**src/rtl/cpu_pkg.sv**
```systemverilog
// rtl/cpu_pkg.sv - shared core types: FSM encoding, register index width, hazard hit helper
package cpu_pkg;

  localparam int REG_W = 5;
  localparam logic [REG_W-1:0] REG_ZERO = 5'd0;

  typedef enum logic [1:0] {
    RUN    = 2'd0,
    DRAIN  = 2'd1,
    HALTED = 2'd2
  } state_t;

  // A producer only matters when it really writes a non-$0 register.
  function automatic logic reg_hit(input logic [REG_W-1:0] src,
                                   input logic [REG_W-1:0] dst,
                                   input logic             we);
    return (src != REG_ZERO) && (src == dst) && we;
  endfunction

endpackage

```
**src/rtl/stall_unit_if.sv**
```systemverilog
// rtl/stall_unit_if.sv - pipeline-side view of the interlock: hazard inputs, stage controls, counters
interface stall_unit_if #(parameter int CNT_WIDTH = 32);
  import cpu_pkg::*;

  logic [REG_W-1:0]     ID_rs, ID_rt, EX_RW, MEM_RW;
  logic                 ID_rs_used, ID_rt_used, ID_branch, ID_taken, ID_halt;
  logic                 EX_regwe, MEM_regwe, EX_memread, MEM_memread, resume;
  logic                 PC_en, IF_ID_en, IF_ID_flush, ID_EX_bubble, halted;
  logic [CNT_WIDTH-1:0] cycle_cnt, stall_cnt, flush_cnt;

  modport master (
    output ID_rs, ID_rt, ID_rs_used, ID_rt_used, ID_branch, ID_taken, ID_halt,
           EX_RW, MEM_RW, EX_regwe, MEM_regwe, EX_memread, MEM_memread, resume,
    input  PC_en, IF_ID_en, IF_ID_flush, ID_EX_bubble, halted,
           cycle_cnt, stall_cnt, flush_cnt
  );

  modport slave (
    input  ID_rs, ID_rt, ID_rs_used, ID_rt_used, ID_branch, ID_taken, ID_halt,
           EX_RW, MEM_RW, EX_regwe, MEM_regwe, EX_memread, MEM_memread, resume,
    output PC_en, IF_ID_en, IF_ID_flush, ID_EX_bubble, halted,
           cycle_cnt, stall_cnt, flush_cnt
  );

endinterface

```
**src/rtl/perf_counter.sv**
```systemverilog
// rtl/perf_counter.sv - wrapping event counter with synchronous clear
module perf_counter #(
  parameter int W = 32
) (
  input  logic         clk,
  input  logic         clr,
  input  logic         en,
  output logic [W-1:0] count
);

  always_ff @(posedge clk) begin
    if (clr)     count <= '0;
    else if (en) count <= count + W'(1);
  end

endmodule

```
**src/rtl/stall_unit.sv**
```systemverilog
// rtl/stall_unit.sv - load-use / branch-operand interlock, redirect flush, halt drain FSM, perf counters
module stall_unit
  import cpu_pkg::*;
#(
  parameter int CNT_WIDTH    = 32,
  parameter int DRAIN_CYCLES = 3
) (
  input  logic         clk,
  input  logic         rst,
  stall_unit_if.slave  bus
);

  localparam int DW = (DRAIN_CYCLES > 1) ? $clog2(DRAIN_CYCLES) : 1;
  localparam logic [DW-1:0] DRAIN_INIT = DW'(DRAIN_CYCLES - 1);

  state_t        state;
  logic [DW-1:0] drain_cnt;
  logic          halted_q;

  logic ex_hit, mem_hit, load_use, br_ex, br_mem_load;
  logic run, stall, halt_go, taken_q;

  assign ex_hit  = (bus.ID_rs_used && reg_hit(bus.ID_rs, bus.EX_RW, bus.EX_regwe)) ||
                   (bus.ID_rt_used && reg_hit(bus.ID_rt, bus.EX_RW, bus.EX_regwe));
  assign mem_hit = (bus.ID_rs_used && reg_hit(bus.ID_rs, bus.MEM_RW, bus.MEM_regwe)) ||
                   (bus.ID_rt_used && reg_hit(bus.ID_rt, bus.MEM_RW, bus.MEM_regwe));

  // ID-stage forwarding sees MEM ALU results only, so a branch also waits on loads in MEM.
  assign load_use    = ex_hit && bus.EX_memread;
  assign br_ex       = bus.ID_branch && ex_hit;
  assign br_mem_load = bus.ID_branch && mem_hit && bus.MEM_memread;

  assign run     = (state == RUN);
  assign stall   = run && (load_use || br_ex || br_mem_load);
  assign halt_go = run && bus.ID_halt && !stall;
  assign taken_q = run && bus.ID_taken && !bus.ID_halt && !stall;

  assign bus.PC_en        = run && !stall;
  assign bus.IF_ID_en     = run && !stall;
  assign bus.ID_EX_bubble = !run || stall;
  assign bus.IF_ID_flush  = taken_q;
  assign bus.halted       = halted_q;

  always_ff @(posedge clk) begin
    if (rst) begin
      state     <= RUN;
      drain_cnt <= DRAIN_INIT;
      halted_q  <= 1'b0;
    end else begin
      case (state)
        RUN: begin
          drain_cnt <= DRAIN_INIT;
          if (halt_go) state <= DRAIN;
        end
        DRAIN: begin
          if (drain_cnt == '0) begin
            state    <= HALTED;
            halted_q <= 1'b1;
          end else begin
            drain_cnt <= drain_cnt - DW'(1);
          end
        end
        HALTED: begin
          if (bus.resume) begin
            state    <= RUN;
            halted_q <= 1'b0;
          end
        end
        default: begin
          state    <= RUN;
          halted_q <= 1'b0;
        end
      endcase
    end
  end

  perf_counter #(.W(CNT_WIDTH)) u_cycle_cnt (
    .clk(clk), .clr(rst), .en(state != HALTED), .count(bus.cycle_cnt)
  );
  perf_counter #(.W(CNT_WIDTH)) u_stall_cnt (
    .clk(clk), .clr(rst), .en(stall), .count(bus.stall_cnt)
  );
  perf_counter #(.W(CNT_WIDTH)) u_flush_cnt (
    .clk(clk), .clr(rst), .en(taken_q), .count(bus.flush_cnt)
  );

endmodule

```
**src/flat_wrapper.sv**
```systemverilog
// flat-port wrapper written by rule: the top's interface ports become plain ports
module stall_unit_flat import cpu_pkg::*;
#(
  parameter int CNT_WIDTH    = 32,
  parameter int DRAIN_CYCLES = 3
)
  (clk, rst, bus_ID_rs, bus_ID_rt, bus_ID_rs_used, bus_ID_rt_used, bus_ID_branch, bus_ID_taken, bus_ID_halt, bus_EX_RW, bus_MEM_RW, bus_EX_regwe, bus_MEM_regwe, bus_EX_memread, bus_MEM_memread, bus_resume, bus_PC_en, bus_IF_ID_en, bus_IF_ID_flush, bus_ID_EX_bubble, bus_halted, bus_cycle_cnt, bus_stall_cnt, bus_flush_cnt);
  stall_unit_if #(.CNT_WIDTH(CNT_WIDTH)) bus_i ();
  input  logic clk;
  input  logic rst;
  input wire logic [$bits(bus_i.ID_rs)-1:0] bus_ID_rs;
  input wire logic [$bits(bus_i.ID_rt)-1:0] bus_ID_rt;
  input wire logic [$bits(bus_i.ID_rs_used)-1:0] bus_ID_rs_used;
  input wire logic [$bits(bus_i.ID_rt_used)-1:0] bus_ID_rt_used;
  input wire logic [$bits(bus_i.ID_branch)-1:0] bus_ID_branch;
  input wire logic [$bits(bus_i.ID_taken)-1:0] bus_ID_taken;
  input wire logic [$bits(bus_i.ID_halt)-1:0] bus_ID_halt;
  input wire logic [$bits(bus_i.EX_RW)-1:0] bus_EX_RW;
  input wire logic [$bits(bus_i.MEM_RW)-1:0] bus_MEM_RW;
  input wire logic [$bits(bus_i.EX_regwe)-1:0] bus_EX_regwe;
  input wire logic [$bits(bus_i.MEM_regwe)-1:0] bus_MEM_regwe;
  input wire logic [$bits(bus_i.EX_memread)-1:0] bus_EX_memread;
  input wire logic [$bits(bus_i.MEM_memread)-1:0] bus_MEM_memread;
  input wire logic [$bits(bus_i.resume)-1:0] bus_resume;
  output wire logic [$bits(bus_i.PC_en)-1:0] bus_PC_en;
  output wire logic [$bits(bus_i.IF_ID_en)-1:0] bus_IF_ID_en;
  output wire logic [$bits(bus_i.IF_ID_flush)-1:0] bus_IF_ID_flush;
  output wire logic [$bits(bus_i.ID_EX_bubble)-1:0] bus_ID_EX_bubble;
  output wire logic [$bits(bus_i.halted)-1:0] bus_halted;
  output wire logic [$bits(bus_i.cycle_cnt)-1:0] bus_cycle_cnt;
  output wire logic [$bits(bus_i.stall_cnt)-1:0] bus_stall_cnt;
  output wire logic [$bits(bus_i.flush_cnt)-1:0] bus_flush_cnt;
  assign bus_i.ID_rs = bus_ID_rs;
  assign bus_i.ID_rt = bus_ID_rt;
  assign bus_i.ID_rs_used = bus_ID_rs_used;
  assign bus_i.ID_rt_used = bus_ID_rt_used;
  assign bus_i.ID_branch = bus_ID_branch;
  assign bus_i.ID_taken = bus_ID_taken;
  assign bus_i.ID_halt = bus_ID_halt;
  assign bus_i.EX_RW = bus_EX_RW;
  assign bus_i.MEM_RW = bus_MEM_RW;
  assign bus_i.EX_regwe = bus_EX_regwe;
  assign bus_i.MEM_regwe = bus_MEM_regwe;
  assign bus_i.EX_memread = bus_EX_memread;
  assign bus_i.MEM_memread = bus_MEM_memread;
  assign bus_i.resume = bus_resume;
  assign bus_PC_en = bus_i.PC_en;
  assign bus_IF_ID_en = bus_i.IF_ID_en;
  assign bus_IF_ID_flush = bus_i.IF_ID_flush;
  assign bus_ID_EX_bubble = bus_i.ID_EX_bubble;
  assign bus_halted = bus_i.halted;
  assign bus_cycle_cnt = bus_i.cycle_cnt;
  assign bus_stall_cnt = bus_i.stall_cnt;
  assign bus_flush_cnt = bus_i.flush_cnt;
  stall_unit #(.CNT_WIDTH(CNT_WIDTH), .DRAIN_CYCLES(DRAIN_CYCLES)) u_core (.clk(clk), .rst(rst), .bus(bus_i));
endmodule
```
**config.mk**
```make
export PLATFORM = sky130hd
export DESIGN_NAME = stall_unit_flat
export DESIGN_NICKNAME = d
export VERILOG_FILES = /design/src/rtl/cpu_pkg.sv /design/src/rtl/stall_unit_if.sv /design/src/rtl/perf_counter.sv /design/src/rtl/stall_unit.sv /design/src/flat_wrapper.sv
export SDC_FILE = /design/constraint.sdc
export NUM_CORES = 1
export LEC_CHECK = 0
export CORE_MARGIN = 4
export CORE_UTILIZATION = 45
export CTS_BUF_LIST = sky130_fd_sc_hd__clkbuf_2 sky130_fd_sc_hd__clkbuf_4 sky130_fd_sc_hd__clkbuf_8
export DETAILED_ROUTE_END_ITERATION = 16
export PLACE_DENSITY = 0.76
export SYNTH_ARGS = -nofsm -noshare
export SYNTH_HDL_FRONTEND = slang
export SYNTH_SLANG_ARGS = --single-unit
```
**constraint.sdc**
```tcl
create_clock -name clk -period 3 [get_ports clk]
set_input_delay 0.6 -clock clk [delete_from_list [all_inputs] [get_ports clk]]
set_output_delay 0.6 -clock clk [all_outputs]
set_load 0.05 [all_outputs]
```
==> results of run 1 <==
## critical path, cell delays in order
cell and delay [ps]:
clkdlybuf4s50_1 470, xor2_1 180, nor4_2 300, a22oi_2 160, o22a_4 300, nand2_8 80
clkinvlp_4 120, buf_12 170
## cell families (layout without fill, tap and decap cells)
family,after synthesis,after routing,share of synthesized area
AOI/OAI and AO/OA,139,139,0.1615
xor gates and xnor gates,49,49,0.08405
adders and majority gates,4,4,0.009802
buffers and inverters,58,196,0.04435
DFF,101,101,0.3960
muxes,6,6,0.01299
and+or+nand+nor,272,272,0.2913
## area by class of cell
cell class,count,share of cell area
inverters,26,0.01446
clock inverters,7,0.01392
well taps,140,0.02499
flip-flops and latches,101,0.2884
clock buffers,9,0.01767
repair buffers,154,0.2192
multi-input cells,470,0.4214
## what timing repair did
action,CTS,global route
pin swaps,3,10
endpoints found under the setup margin,3,4
gates resized for setup,2,20
buffers inserted,1,0
## per-stage QoR
stage	util	TNS [ps]	cell area (um2)	instances
final	0.6383	0	7010	907
after global routing	0.6383	-30.04	7010	907
after CTS	0.6312	0	6933	907
after detailed placement	0.6090	-1150	6689	890
after global placement	0.6090	-279.5	6689	890
after floorplan	-	-65.26	5171	629
## layout by cell type, fill, tap and decap left out, drive strengths merged, types with 11 or more instances in the layout
| cell | n |
|---|---|
| o31ai | 31 |
| inv | 26 |
| nand3 | 32 |
| or3 | 26 |
| xnor2 | 19 |
| o21ai | 29 |
| nor3 | 13 |
| buf | 27 |
| and3 | 11 |
| nand4 | 19 |
| nor4 | 12 |
| nor2 | 59 |
| nand2 | 41 |
| or4 | 36 |
| clkdlybuf4s50 | 117 |
| a21oi | 63 |
| xor2 | 30 |
| dfxtp | 101 |
## state kept, by name (all words and copies together), names as in the netlist
signal	count
u_core.bus.halted	1
u_core.state	2
u_core.u_cycle_cnt.count	32
u_core.u_stall_cnt.count	32
u_core.u_flush_cnt.count	32
u_core.drain_cnt	2
## path summary, 6_finish.rpt
| kind | start | end |
|---|---|---|
| min reg2reg | u_core.drain_cnt[1]$_SDFFE_PP1P_ | u_core.drain_cnt[1]$_SDFFE_PP1P_ |
| min | u_core.drain_cnt[1]$_SDFFE_PP1P_ | u_core.drain_cnt[1]$_SDFFE_PP1P_ |
| max | bus_ID_rt[1] | bus_PC_en |
| max reg2reg | u_core.u_flush_cnt.count[9]$_SDFFE_PP0P_ | u_core.u_flush_cnt.count[29]$_SDFFE_PP0P_ |
## report_power, final
| group | internal, mW | switching [mW] |
|---|---|---|
| registers | 1.35 | 0.0138 |
| logic | 0.116 | 0.158 |
| clock network | 0.473 | 0.496 |
| total | 1.94 | 0.668 |
## routing by layer
metal | routed length [um] | GRT usage
met5 | 0 | 0
met4 | 191 | 0.06651
met3 | 888 | 0.04915
met2 | 7042 | 0.3725
met1 | 6024 | 0.2756
==> flow_metrics.tcl, run 1 <==
set metrics [dict create \
    endpoint_kind "primary output" \
    cts_hold_buffers 0 \
    synthCells 629 \
    p_leak_nw 2.292 \
    numCtsBuffers 9 \
    clkSinkCount 101 \
    tightest_slew_ps 769.1 \
    die_x_um 114.5 \
    period_share 0.9924 \
    layout_setup_ws_ps 22.66 \
    nFillCells 936 \
    cap_violations 0 \
    die-area_um2 13110 \
    firstDrtPassIters 4 \
    finalClockSkew_ps 14.06 \
    vias 5188 \
    power.total_mw 2.607 \
    area_delta_synth_final_pct 37.29 \
    place_worst_setup_slack_ps -139.2 \
    grt_pass1_vias 5179 \
    routabilityCongestion 0.8448 \
    min_path_type "reg2reg" \
    ff2ff_path_depth 6 \
    final-seq-area_um2 2022 \
    die_h_um 114.5 \
    cts_buffer_depth 2 \
    first_iter_violations 364 \
    holdPathStages 2 \
    cellPowerDensity_nw_per_um2 371.8 \
    wl_per_cell_um 15.60 \
    startpoint_type "input port" \
    post-route-drc-count 0 \
    syn_avg_cell_area_um2 8.118 \
    irDropWorstVdd_uv 280.3 \
    final_antenna_net_count 0 \
    htree_levels 3 \
    grtUsageTotal 0.2189 \
    clkLatencyLatePin_ps 370 \
    grt_max_degree 58 \
    outcome "finished, final reports clean" \
    synth_edf_count 0 \
    period_minus_slack_ps 2977 \
    yosysMostFrequentCell "dfxtp_1" \
    routed_wl_um 14150 \
    async_flop_share 0 \
    final_nets 798 \
    core-area_um2 10980 \
    slew_viol_final 0 \
    setup_viol 0 \
    yosys_most_used_dff "dfxtp_1" \
    critPathRequiredTime_ps 2400 \
    io_pins 133 \
    rows 38 \
    overflow 0 \
    synth-seq-cells 101 \
    diodes 0 \
    arrival_ps 2380 \
    reg2reg_setup_slack_ps 380 \
    critPathKind "in2out" \
    multiInputGateArea_um2 2954 \
    synth_area_leader_cell "dfxtp_1" \
    tritoncts "built" \
    yosys_warnings 0 \
    grt_pass1_wl_um 24200 \
    fmax_mhz 335.9 \
    vias_per_cell 5.720 \
    synth_nets 665 \
    root_buffer "clkbuf_8" \
    relSlewSlack 0.4801 \
    synth_common_cells "dfxtp_1 (101), a21oi_1 (63), nor2_1 (59)" \
    hold_violations 0 \
    yosys-top-cells-area "dfxtp_1 (40%), a21oi_1 (6.2%), or4_1 (5.1%)" \
    hold_slack_ps 509.8 \
    synth_top_cell_area_share 0.3960 \
    drive_gt1_frac 0.09387 \
    synth.distinct_cells 46 \
    antenna_found_initial 0 \
    syn_area_um2 5106 \
    portBuffers 132 \
    hpwl_um 10210 \
    initial_core_util 0.4649 \
    yosysSeqAreaShare 0.3960 \
    clk_pin_slew_worst_paths_ps 100 \
    cp_max_fo 3 \
]
No activity file was read; power rests on OpenSTA's default activity.
==> run 2: changes to the inputs <==
MAX_ROUTING_LAYER = met4   (was default)
==> flow_metrics.tcl, run 2 (synthesis gave the netlist of run 1 again) <==
set metrics [dict create \
    outcome "finished, final reports clean" \
    core-area_um2 10980 \
    cap_violations 0 \
    die-area_um2 13110 \
    rows 38 \
    post-route-drc-count 0 \
    cts_hold_buffers 0 \
    final_antenna_net_count 0 \
    critPathBufInv 3 \
    die_x_um 114.5 \
    grt_pass1_wl_um 24220 \
    tightest_slew_ps 793.8 \
    hpwl_um 10210 \
    path_cells "clkdlybuf4s50_1 -> xor2_1 -> nor4_2 -> a22oi_2 -> o22a_4 -> nand2_8 -> clkinvlp_4 -> buf_12" \
    io_pins 133 \
    endpoint_kind "primary output" \
    place_worst_setup_slack_ps -139.2 \
    irDropWorstVdd_uv 279.9 \
    wl_per_cell_um 15.65 \
    startpoint_type "input port" \
    final_nets 798 \
    antenna_found_initial 0 \
    layout_common_cells "clkdlybuf4s50_1 (117), dfxtp_1 (101), a21oi_1 (63), nor2_1 (59), nand2_1 (40)" \
    clkLatencyLatePin_ps 380 \
    fmax_mhz 336.0 \
    vias_per_cell 5.739 \
    numCtsBuffers 9 \
    initial_core_util 0.4649 \
    hold_slack_ps 508.4 \
    top_regs "u_core.u_cycle_cnt.count: 32 flops, u_core.u_flush_cnt.count: 32 flops, u_core.u_stall_cnt.count: 32 flops" \
    hold_violations 0 \
    portBuffers 132 \
    slew_viol_final 0 \
    tritoncts "built" \
    critPathKind "in2out" \
    arrival_ps 2380 \
    power.total_mw 2.612 \
    die_h_um 114.5 \
    routabilityCongestion 0.8581 \
    critPathRequiredTime_ps 2400 \
    grt_pass1_vias 5178 \
    finalClockSkew_ps 12.48 \
    clkSinkCount 101 \
    setup_viol 0 \
    fin_util 0.6383 \
    diodes 0 \
    instances_no_fill 907 \
    firstDrtPassIters 5 \
    min_path_type "reg2reg" \
    first_iter_violations 365 \
    reg2reg_setup_slack_ps 380 \
    nFillCells 936 \
    layout_setup_ws_ps 23.67 \
    relSlewSlack 0.4633 \
    crit_slowest_cell "clkdlybuf4s50_1" \
    cp_max_fo 3 \
    htree_levels 3 \
    grt_max_degree 58 \
    final-seq-area_um2 2022 \
    area_delta_synth_final_pct 37.29 \
    root_buffer "clkbuf_8" \
    drive_gt1_frac 0.09387 \
    period_minus_slack_ps 2976 \
    multiInputGateArea_um2 2954 \
    cellPowerDensity_nw_per_um2 372.6 \
    placed_cells 890 \
    overflow 0 \
    cp_top_family "buffers and inverters" \
    grtUsageTotal 0.2256 \
    period_share 0.9921 \
    clk_pin_slew_worst_paths_ps 100 \
    layout_commonest_cell "clkdlybuf4s50_1" \
    routed_wl_um 14190 \
    max_stage_delay_ps 470 \
    p_leak_nw 2.292 \
    cts_buffer_depth 2 \
    vias 5205 \
]
## run 2: cell counts in the layout (fill, tap and decap cells not counted)
Identical to the previous run, type by type.
## run 2: path summary, 6_finish.rpt
check / cells past startpoint / to / start
setup reg to reg: 6 / u_core.u_flush_cnt.count[29]$_SDFFE_PP0P_ / u_core.u_flush_cnt.count[9]$_SDFFE_PP0P_
setup / recovery: 8 / bus_PC_en / bus_ID_rt[1]
hold reg to reg: 2 / u_core.drain_cnt[1]$_SDFFE_PP1P_ / u_core.drain_cnt[1]$_SDFFE_PP1P_
hold / removal: 2 / u_core.drain_cnt[1]$_SDFFE_PP1P_ / u_core.drain_cnt[1]$_SDFFE_PP1P_
## run 2: tightest hold or removal path: stages (launching register included)
cell,delay [ps]
dfxtp_1,340
o32ai_1,80
nand2_1,60
## run 2: routing by layer
| metal | share of wire | track usage | vias to the layer above |
|---|---|---|---|
| met5 | 0 | - | - |
| met4 | 0.013 | 0.06651 | 0 |
| met3 | 0.056 | 0.04440 | 19 |
| met2 | 0.50 | 0.3721 | 131 |
| met1 | 0.44 | 0.2799 | 2494 |
| li1 | - | - | 2561 |
## run 2: through the flow
step                      instance area [um2]  TNS (ps)
after floorplan                          5171    -65.26
after global placement                   6689    -279.5
after detailed placement                 6689     -1150
after CTS                                6933         0
after global routing                     7010    -30.04
final                                    7010         0
## run 2: area by class of cell
| type | instances | area share |
|---|---|---|
| Clock buffer | 9 | 0.01767 |
| Clock inverter | 7 | 0.01392 |
| Inverter | 26 | 0.01446 |
| Multi-Input combinational cell | 470 | 0.4214 |
| Sequential cell | 101 | 0.2884 |
| Tap cell | 140 | 0.02499 |
| Timing Repair Buffer | 154 | 0.2192 |
## run 2: what timing repair did
action,in CTS,in global routing
buffers inserted,1,0
pin swaps,3,10
resized for setup,2,20
endpoints found under the setup margin,3,4
## run 2: power by group
| group | internal [mW] | total [mW] | switching, mW |
|---|---|---|---|
| logic | 0.116 | 0.274 | 0.158 |
| clock network | 0.473 | 0.974 | 0.502 |
| registers | 1.35 | 1.36 | 0.0138 |
